==> config.mk <==
export PLATFORM = sky130hd
export DESIGN_NAME = pb_keypad_encoder
export DESIGN_NICKNAME = d
export VERILOG_FILES = /design/src/rtl/pb_keypad_encoder.sv
export SDC_FILE = /design/constraint.sdc
export NUM_CORES = 1
export LEC_CHECK = 0
export CAP_MARGIN = 20
export CORE_MARGIN = 1.5
export CORE_UTILIZATION = 53
export DETAILED_ROUTE_END_ITERATION = 8
export PLACE_DENSITY = 0.83
export SYNTH_ARGS = -nofsm -noshare
export SYNTH_HDL_FRONTEND = slang
export SYNTH_SLANG_ARGS = --single-unit
==> constraint.sdc <==
create_clock -name hz100 -period 2.69 [get_ports hz100]
set_clock_uncertainty 0.15 [all_clocks]
set_input_delay 0.4035 -clock hz100 [delete_from_list [all_inputs] [get_ports hz100]]
set_output_delay 0.4035 -clock hz100 [all_outputs]
set_load 0.01 [all_outputs]
==> src/rtl/pb_keypad_encoder.sv <==
// Pushbutton conditioner: two-flop synchroniser, per-bit debounce, clean edge
// pulses, and a priority encoder that strobes the highest newly pressed key.
module pb_keypad_encoder #(
    parameter int WIDTH    = 20,
    parameter int DEBOUNCE = 4,
    parameter int CNT_W    = 3
) (
    input  logic             hz100,
    input  logic             reset,
    input  logic [WIDTH-1:0] pb_raw,
    output logic [WIDTH-1:0] pb_clean,
    output logic [WIDTH-1:0] pb_rise,
    output logic [WIDTH-1:0] pb_fall,
    output logic             key_strobe,
    output logic [4:0]       key_code,
    output logic             key_multi,
    output logic             any_pressed
);

    localparam logic [CNT_W-1:0] CNT_MAX = CNT_W'(DEBOUNCE - 1);
    localparam logic [CNT_W-1:0] CNT_ONE = CNT_W'(1);

    logic [WIDTH-1:0] s1;
    logic [WIDTH-1:0] s2;
    logic [CNT_W-1:0] cnt      [WIDTH];
    logic [CNT_W-1:0] cnt_next [WIDTH];
    logic [WIDTH-1:0] accept;

    logic [4:0]       rise_idx;
    logic             rise_any;
    logic             rise_multi;

    // A bit is accepted on the edge where it has disagreed with pb_clean for
    // DEBOUNCE consecutive samples; any agreement in between restarts the count.
    always_comb begin
        accept = '0;
        for (int i = 0; i < WIDTH; i++) begin
            cnt_next[i] = '0;
            if (s2[i] != pb_clean[i]) begin
                if (cnt[i] == CNT_MAX) begin
                    accept[i] = 1'b1;
                end else begin
                    cnt_next[i] = cnt[i] + CNT_ONE;
                end
            end
        end
    end

    // Ascending scan so the last hit (highest index) wins the code.
    always_comb begin
        rise_idx   = '0;
        rise_any   = 1'b0;
        rise_multi = 1'b0;
        for (int i = 0; i < WIDTH; i++) begin
            if (pb_rise[i]) begin
                if (rise_any) begin
                    rise_multi = 1'b1;
                end
                rise_any = 1'b1;
                rise_idx = 5'(i);
            end
        end
    end

    always_ff @(posedge hz100) begin
        if (reset) begin
            s1       <= '0;
            s2       <= '0;
            pb_clean <= '0;
            pb_rise  <= '0;
            pb_fall  <= '0;
            for (int i = 0; i < WIDTH; i++) begin
                cnt[i] <= '0;
            end
        end else begin
            s1       <= pb_raw;
            s2       <= s1;
            pb_clean <= pb_clean ^ accept;
            pb_rise  <= accept & s2;
            pb_fall  <= accept & ~s2;
            for (int i = 0; i < WIDTH; i++) begin
                cnt[i] <= cnt_next[i];
            end
        end
    end

    // key_code and key_multi keep the last press until the next one arrives.
    always_ff @(posedge hz100) begin
        if (reset) begin
            key_strobe <= 1'b0;
            key_code   <= '0;
            key_multi  <= 1'b0;
        end else begin
            key_strobe <= rise_any;
            if (rise_any) begin
                key_code  <= rise_idx;
                key_multi <= rise_multi;
            end
        end
    end

    assign any_pressed = |pb_clean;

endmodule

==> flow_summary.json <==
{
  "clock_path_buffers": 2,
  "slew_violations": 0,
  "end_kind": "output port",
  "power_leakage_nw": 2.85,
  "drc": 0,
  "arrival_ns": 2.01,
  "synth-async-reset-ratio_pct": 0,
  "worst_pin_slew_ns": 0.900,
  "num_io_pins": 90,
  "path_clk_slew_ns": 0.06,
  "rsz0062_at_grt": "false",
  "use_met1_pct": 24.7,
  "dp_slack_ns": 0.427,
  "slew_headroom_pct": 40.0,
  "r2r_start": "pb_rise[8]",
  "port_buffers": 89,
  "antenna_found_initial": 0,
  "run_status": "finished, final reports clean",
  "fmax_mhz": 390,
  "routedWlPerCell_um": 14.6,
  "post_drt_via_cell_ratio": 5.20,
  "synth_seq_area_share_pct": 54.9,
  "synth.area.top_cells": "dfxtp_1 (55%), ha_1 (8.2%), nor4bb_1 (6.6%)",
  "layout_worst_path_cycle_share_pct": 95.3,
  "core-area_um2": 11000,
  "grt_usage_pct": 21.2,
  "nets": 732,
  "clock_latency_ns": 0.42,
  "layout_setup_ws_ns": 0.125,
  "cts_tree": "yes",
  "synth_cell_types": 40,
  "syn_area_per_cell_um2": 10.6,
  "tns_ns": 0,
  "drt_first_pass_iters": 5,
  "syn_nets": 636,
  "clock_sinks": 167,
  "cp.required_ns": 2.14,
  "synth_cells": 574,
  "grt.busiest_layer": "met2",
  "fp-row-count": 38,
  "dieArea_um2": 12100,
  "grt_max_degree": 96,
  "hold_path_class": "flip-flop to flip-flop",
  "grt_use_met2_pct": 36.2,
  "cts_htree_levels": 4,
  "synth_top_area_share_pct": 54.9,
  "hold_viol_final": 0,
  "cts_root_buf": "clkbuf_16",
  "synth_area_um2": 6090,
  "critPathMaxFanout": 6,
  "drt_wl_total_um": 12000,
  "die_height_um": 110,
  "path_class": "flip-flop to output port",
  "chipWidth_um": 110,
  "hpwl_um": 8510,
  "drt_iter0_drc": 164,
  "finalPower_w": 0.00488,
  "grt_pass1_wl_um": 19100,
  "place_congestion": 0.860,
  "area_delta_synth_final_pct": 25.9,
  "hold_start": "cnt[3][9]",
  "synth_largest_area_cell": "dfxtp_1",
  "ant_nets": 0,
  "power.density_nw_per_um2": 637,
  "fin_util_pct": 69.5,
  "crit_path_start_kind": "flip-flop",
  "synth_warnings": 0,
  "cts_resized": 0,
  "antenna_cells": 0,
  "yosys_register_bits": 167,
  "vdd_drop_max_mv": 0.551,
  "synth-edff-count": 0,
  "maxCapViolations": 0,
  "drive_above_1_share_pct": 6.01,
  "period_minus_slack_ns": 2.56,
  "post-cts-setup-buffers": 0,
  "setup_viol": 0,
  "grt_pass1_vias": 4081,
  "synthFlopType": "dfxtp_1",
  "cts_made_buffers": 17,
  "start_util_pct": 55.2,
  "postCtsHoldBufs": 0,
  "grt_use_met3_pct": 6.35,
  "grt_overflow_total": 0,
  "vias": 4271
}
[final timing paths]
check	endpoint	slack, ns	cells after the start
hold reg to reg	cnt[3][9]	0.27	1
hold / removal	cnt[3][9]	0.27	1
setup / recovery	any_pressed	0.13	4
setup reg to reg	key_multi	0.41	5
[report_power, final]
group,total (W),internal [W],switching (W)
clock,0.00224,0.00133,0.000905
combinational,0.000115,0.0000627,0.0000526
sequential,0.00253,0.00251,0.0000222
[layout by cell type, fill, tap and decap left out, types with 7 or more instances in the layout]
cell and n:
ha_1 40, xnor2_1 20, nor2_1 96, nor2b_1 41, or3_1 21, clkdlybuf4s50_1 88, a21oi_1 7, nor4bb_1 40
clkbuf_16 17, nor4_1 7, dfxtp_1 167, mux2i_1 20, nor3_1 9, inv_1 47
[critical path, cell delays in order (launching register included)]
cell and delay, ns:
dfxtp_1 0.36, nor4_1 0.40, and3_1 0.25, nand3_1 0.07
clkdlybuf4s50_1 0.51
[per-layer routing]
layer | share of wire, % | vias to the layer above
met5 | 0 | -
met4 | 1.7 | 0
met3 | 4.6 | 17
met2 | 50 | 76
met1 | 44 | 2029
li1 | - | 2149
[cell families (layout without fill, tap and decap cells)]
family / count (synthesis) / count (layout) / share of synthesized area, %
adder cells (fa/ha/maj): 41 / 41 / 8.38
AND/OR/NAND/NOR: 233 / 233 / 23.1
flip-flops: 167 / 167 / 54.9
multiplexers: 21 / 21 / 3.53
buffers and inverters: 63 / 171 / 4.00
XOR/XNOR: 20 / 20 / 2.87
AO/OA/AOI/OAI: 29 / 29 / 3.26
[cells in the mapped netlist, drive strengths merged, types with 6 or more instances]
cell    count
a21oi       7
clkbuf     11
dfxtp     167
ha         40
inv        47
mux2i      20
nand2       6
nor2       96
nor2b      41
nor3        9
nor4       11
nor4bb     40
or3        21
xnor2      20
[final cells by class]
cell class	instances	area (µm²)
well taps	140	175
clock buffers	22	474
fillers	825	3360
multi-input cells	344	2510
repair buffers	93	918
flip-flops and latches	167	3340
clock inverters	9	76.3
inverters	47	176
[metrics by stage]
stage	std cells	instance area [µm²]	hold WS, ns
after floorplan	574	6090	0.249
after global placement	791	7120	0.255
after detailed placement	791	7120	0.266
after CTS	822	7670	0.274
after global routing	822	7670	0.290
final	822	7670	0.270
Note: power is estimated with default switching activity, not from simulation.
